==> src/rtl/sync_fifo_rd_stream.sv <==
// Read-side drain for synchronous_fifo: issues r_en, absorbs the 1-cycle read latency in a
// 2-entry buffer and re-presents words on a valid/ready stream. Optional m_last: SYNC_FIFO_RD_STREAM_LAST_EN.
module sync_fifo_rd_stream #(
    parameter int unsigned DATA_WIDTH = 8
`ifdef SYNC_FIFO_RD_STREAM_LAST_EN
    ,
    parameter int unsigned PKT_LEN    = 4
`endif
) (
    input  logic                  clk,
    input  logic                  rst_n,
    input  logic                  fifo_empty,
    input  logic [DATA_WIDTH-1:0] fifo_rdata,
    output logic                  r_en,
    output logic                  m_valid,
    input  logic                  m_ready,
    output logic [DATA_WIDTH-1:0] m_data,
    output logic                  busy
`ifdef SYNC_FIFO_RD_STREAM_LAST_EN
    ,
    output logic                  m_last
`endif
);

    localparam int unsigned CNT_W = 2;
    localparam int unsigned OCC_W = 3;

    logic [CNT_W-1:0]      cnt_q, cnt_d;
    logic                  inflight_q, inflight_d;
    logic [DATA_WIDTH-1:0] buf0_q, buf0_d;
    logic [DATA_WIDTH-1:0] buf1_q, buf1_d;
    logic                  pop;
    logic [OCC_W-1:0]      occ_after;
    logic [CNT_W-1:0]      tail;

    assign m_valid = (cnt_q != '0);
    assign m_data  = buf0_q;
    assign busy    = m_valid | inflight_q;
    assign pop     = m_valid & m_ready;

    // Slots committed after this edge, counting the word already in flight
    assign occ_after = OCC_W'(cnt_q) + OCC_W'(inflight_q) - OCC_W'(pop);
    assign r_en      = rst_n & ~fifo_empty & (occ_after < OCC_W'(2));
    assign tail      = cnt_q - CNT_W'(pop);

    // Buffer next-state: pop shifts the head, then the in-flight word lands at the new tail
    always_comb begin
        cnt_d      = cnt_q - CNT_W'(pop) + CNT_W'(inflight_q);
        inflight_d = r_en;
        buf0_d     = buf0_q;
        buf1_d     = buf1_q;
        if (pop) begin
            buf0_d = buf1_q;
        end
        if (inflight_q) begin
            if (tail == '0) begin
                buf0_d = fifo_rdata;
            end else begin
                buf1_d = fifo_rdata;
            end
        end
    end

    always_ff @(posedge clk) begin
        if (!rst_n) begin
            cnt_q      <= '0;
            inflight_q <= 1'b0;
            buf0_q     <= '0;
            buf1_q     <= '0;
        end else begin
            cnt_q      <= cnt_d;
            inflight_q <= inflight_d;
            buf0_q     <= buf0_d;
            buf1_q     <= buf1_d;
        end
    end

`ifdef SYNC_FIFO_RD_STREAM_LAST_EN
    localparam int unsigned BEAT_W = 8;
    localparam logic [BEAT_W-1:0] LAST_BEAT = BEAT_W'(PKT_LEN - 1);

    logic [BEAT_W-1:0] beat_q, beat_d;

    assign m_last = m_valid & (beat_q == LAST_BEAT);

    // Beat counter advances on each pop and wraps on the packet's final beat
    always_comb begin
        beat_d = beat_q;
        if (pop) begin
            beat_d = m_last ? '0 : beat_q + BEAT_W'(1);
        end
    end

    always_ff @(posedge clk) begin
        if (!rst_n) begin
            beat_q <= '0;
        end else begin
            beat_q <= beat_d;
        end
    end
`endif

endmodule

==> config.mk <==
export PLATFORM = sky130hd
export DESIGN_NAME = sync_fifo_rd_stream
export DESIGN_NICKNAME = d
export VERILOG_FILES = /design/src/rtl/sync_fifo_rd_stream.sv
export SDC_FILE = /design/constraint.sdc
export NUM_CORES = 1
export LEC_CHECK = 0
export CORE_MARGIN = 1.5
export CORE_UTILIZATION = 45
export CTS_CLUSTER_SIZE = 25
export DETAILED_ROUTE_END_ITERATION = 6
export GPL_TIMING_DRIVEN = 0
export PLACE_DENSITY = 0.84
export SLEW_MARGIN = 10
export SYNTH_ARGS = -nofsm -noshare
export SYNTH_HDL_FRONTEND = slang
export SYNTH_SLANG_ARGS = --single-unit
==> constraint.sdc <==
create_clock -name clk -period 4 [get_ports clk]
set_input_delay 0.6 -clock clk [delete_from_list [all_inputs] [get_ports clk]]
set_output_delay 0.6 -clock clk [all_outputs]
set_load 0.005 [all_outputs]
* Word-level counts from Yosys, hierarchy flattened
Cells that the tools add are included.
Cells by class: $add $sub $neg 4, $lt $le $gt $ge 1, muxes and demuxes 3, bitwise logic cells 6, reduce and logical (&&, ||, !) cells 3
Operator list (number):
- $mux 8 | 3
- $add 2x1->3 | 1
- $and 1x1->1 | 3
- $lt 3x2->1 const B | 1
- $sub 3x1->3 | 1
- $add 2x1->2 | 1
- $logic_not 2->1 | 1
- $not 1->1 | 2
- $reduce_and 2->1 | 1
- $reduce_bool 2->1 | 1
- $sub 2x1->2 | 1
- $or 1x1->1 | 1
Word-level totals: register bits after elaboration 19, bits of input ports 12, output and inout port bits 11, word-level logic and storage cells 21

* Depth between registers and ports, before layout
depth in word-level cells 6, mapped depth 6, mapped depth without buffers 5

* Worst setup path after synthesis
Ideal clock, no wire load.
path type input port to output port, start point input port m_ready, end point output port r_en, data arrival time 1707 ps, required time 3400 ps, slack 1693 ps, cell stages on the path 5, buffers on the path 0, cells stage by stage o21ai_1 nor2_1 fa_1 xor2_1 nor3_1
Between the ends: word-level cells in the longest chain between the ends 4
Ends and longest elaborated chain:
- start, declared | line 16 | input logic m_ready,
- $and 1x1->1 | line 39 | assign pop = m_valid & m_ready;
- $sub 3x1->3 | line 42 | assign occ_after = OCC_W'(cnt_q) + OCC_W'(inflight_q) - OCC_W'(pop);
- $lt 3x2->1 | line 43 | assign r_en = rst_n & ~fifo_empty & (occ_after < OCC_W'(2));
- $and 1x1->1 | line 43
- end, declared | line 14 | output logic r_en,
No other way between the ends.

* Worst setup path in the final report
Ends and elaborated chain as after synthesis.

==> results.py <==
metrics = {
    "routing": {
        "post_drt_wl_per_cell_um": 13.7,
        "wirelength_um": 2160,
        "firstDrtPassIters": 4,
        "ant_nets": 0,
        "drtIter0Drc": 40,
        "vias": 839,
        "viasPerCell": 5.31,
        "drc_errors": 0,
    },
    "status": {
        "status": "finished clean",
    },
    "global_route": {
        "grt_pass1_vias": 711,
        "grt.total_usage": 0.178,
        "grt_start_max_net_pins": 12,
        "grt_pass1_wl_um": 3400,
        "gr-total-overflow": 0,
        "antenna_found_initial": 0,
    },
    "placed_design": {
        "io_buffers": 21,
        "dp_hpwl_um": 1580,
        "gp_congestion": 0.771,
        "placed_cells": 154,
    },
    "setup_path": {
        "worst_ep_arrival_time_ns": 2.91,
        "worstPathRequired_ns": 3.40,
        "critical_path.most_common_cell": "clkdlybuf4s50_1",
        "r2r-start": "cnt_q[1]",
        "cp_slowest_cell": "clkdlybuf4s50_1",
        "startpoint": "m_ready",
        "path_cells": "clkdlybuf4s50_1 > o21ai_1 > nor2_1 > fa_1 > xor2_1 > nor3_1 > clkdlybuf4s50_1",
        "critPathMaxFanout": 9,
        "critical_path_class": "primary input to output port",
        "cp_num_buf_inv": 2,
        "cp_top_family": "buffers and inverters",
        "r2r_end": "inflight_q",
        "reg2reg_slack_ns": 2.06,
        "setup.worst_path.start_class": "primary input",
        "end_kind": "output port",
        "crit_path_max_incr_delay_ns": 0.53,
        "rr_worst_depth": 6,
    },
    "sta": {
        "fin_tns_setup_ns": 0,
        "finalSetupViolCount": 0,
        "final-hold-violation-count": 0,
        "rsz0062_at_grt": "false",
        "max-slew-margin-rel": 0.589,
        "tightest_slew_ns": 0.613,
        "period_minus_slack_ns": 3.51,
        "finalMaxSlewViolations": 0,
        "fin_worst_skew_ns": 0.00721,
        "fmax_mhz": 285,
        "final.period_utilization": 0.877,
    },
    "layout": {
        "num-nets-final": 146,
        "drive_gt1_frac": 0.160,
        "area_growth_pct": 27.7,
        "final_cells": 158,
        "antenna_cells": 0,
    },
    "synth": {
        "syn_area_um2": 981,
        "syn_inst": 106,
        "async_flop_share": 0,
        "netlist.area_leader.share": 0.388,
        "syn_nets": 120,
        "synth_common_cells": "nand2_1 (34), dfxtp_1 (19), nor3_1 (10)",
        "synth.area.top_cells": "dfxtp_1 (39%), nand2_1 (13%), a311oi_2 (12%)",
        "postSynthAreaPerCell_um2": 9.25,
        "synth_enable_flop_cells": 0,
        "synth_warnings": 0,
        "synth_most_common_cell": "nand2_1",
        "ys_dominant_reg_cell": "dfxtp_1",
        "synth_cell_types": 27,
        "yosysTopAreaCell": "dfxtp_1",
        "ys_seq_area_frac": 0.388,
        "ys_seq_elements": 19,
    },
    "power": {
        "p_int_mw": 0.288,
        "p_seq_frac": 0.526,
        "p_sw_mw": 0.108,
        "power_density_mw_per_mm2": 316,
        "p_sw_frac": 0.273,
        "vdd_drop_max_v": 0.000201,
        "p_leak_nw": 0.509,
        "power_frac_clock": 0.247,
        "totalPowerFinal_mw": 0.396,
        "combPwrFrac": 0.227,
    },
    "floorplan": {
        "die-height_um": 49.7,
        "design.die.area_mm2": 0.00247,
        "io_pins": 23,
        "fp.coreArea_mm2": 0.00200,
        "die_w_um": 49.7,
        "start_util": 0.490,
        "num_rows": 16,
    },
    "cts": {
        "clk_path_buf_depth": 2,
        "holdBufCountCts": 0,
        "clk_latency_ns": 0.30,
        "clk_pin_slew_ns": 0.10,
        "cts_tree": "done",
        "htree_levels": 1,
        "cts.sinks": 19,
        "cts_setup_buffers": 0,
        "clockRootBuffer": "clkbuf_4",
        "cts_resized": 0,
        "cts_buffers": 3,
    },
    "flow_run": {
        "cap_violations": 0,
    },
    "worst_hold_path": {
        "min_from": "buf1_q[6]",
        "hold-path-cell-count": 2,
        "hold_path_class": "flip-flop to flip-flop",
        "min_to": "buf1_q[6]",
    },
}
-- layout make-up --
cell class                      instances  area [um2]
Buffer                                  6        56.3
Clock buffer                            3        22.5
Clock inverter                          1        5.00
Fill cell                             165         749
Inverter                                2        7.51
Multi-Input combinational cell         79         537
Sequential cell                        19         380
Tap cell                               27        33.8
Timing Repair Buffer                   21         210
-- sequential cells by signal, summed over array words and instances, names as in the netlist --
signal and flops:
m_data 8, buf1_q 8, cnt_q 2, inflight_q 1
-- tightest hold or removal path: cells and delay by family, from the launching register on --
| family | cells | cell delay (ns) |
|---|---|---|
| DFF | 1 | 0.33 |
| and+or+nand+nor | 1 | 0.05 |
| muxes | 1 | 0.06 |
-- worst max-delay path by stage --
stage,endpoint,slack (ns),cells past startpoint
detailed placement,r_en,0.48,7
floorplan,r_en,1.69,5
finish,r_en,0.49,7
CTS,r_en,0.48,7
global route,r_en,0.32,7
global placement,r_en,0.56,7
-- metal layers --
metal,part of all wire,wire length (um),GRT usage,up-vias
li1,-,-,-,414
met4,0.014,31,0.0694,0
met1,0.48,1030,0.251,385
met5,0,0,0,-
met3,0.055,119,0.0273,5
met2,0.45,976,0.271,35
-- cell usage in the layout (no fill, tap or decap) --
cell / instances
nor2_1: 1
clkbuf_1: 1
or2_2: 1
or3_1: 1
or2_1: 1
nand2b_4: 1
inv_1: 1
mux2i_1: 8
a21oi_1: 1
o21ai_0: 1
o21ai_1: 1
o21a_1: 1
nand2_1: 34
o21ai_4: 1
a21o_1: 1
clkinv_2: 1
buf_6: 4
nor2b_1: 2
clkbuf_4: 3
xor2_1: 2
fa_1: 1
a311oi_2: 8
clkinv_1: 1
clkdlybuf4s50_1: 21
nor3_1: 10
ha_1: 1
dfxtp_1: 19
buf_4: 1
and2_1: 1
or3_2: 1
-- power by group through the flow --
stage | Clock, mW | Sequential, mW | Combinational (mW)
floorplan | 0 | 0.212 | 0.0474
global placement | 0 | 0.211 | 0.0877
detailed placement | 0 | 0.213 | 0.0893
CTS | 0.0982 | 0.208 | 0.0897
global route | 0.108 | 0.210 | 0.0966
finish | 0.0979 | 0.208 | 0.0901
-- per-stage QoR --
stage / util / instance area [um2] / setup slack [ns] / hold slack, ns
6_report: 0.626 / 1250 / 0.494 / 0.471
5_1_grt: 0.626 / 1250 / 0.320 / 0.499
4_1_cts: 0.626 / 1250 / 0.482 / 0.473
3_5_place_dp: 0.612 / 1220 / 0.479 / 0.457
3_3_place_gp: 0.612 / 1220 / 0.565 / 0.445
2_1_floorplan: - / 981 / 1.69 / 0.438
-- cell families (layout without fill, tap and decap cells) --
logic type,Yosys count,in the layout,synth area share
AO/OA/AOI/OAI,14,14,0.170
XOR/XNOR,2,2,0.0179
buffers and inverters,8,33,0.0650
adder cells (fa/ha/maj),2,2,0.0332
multiplexers,8,8,0.0816
flip-flops,19,19,0.388
AND/OR/NAND/NOR,53,53,0.245
Power figures use the tool's default switching activity.
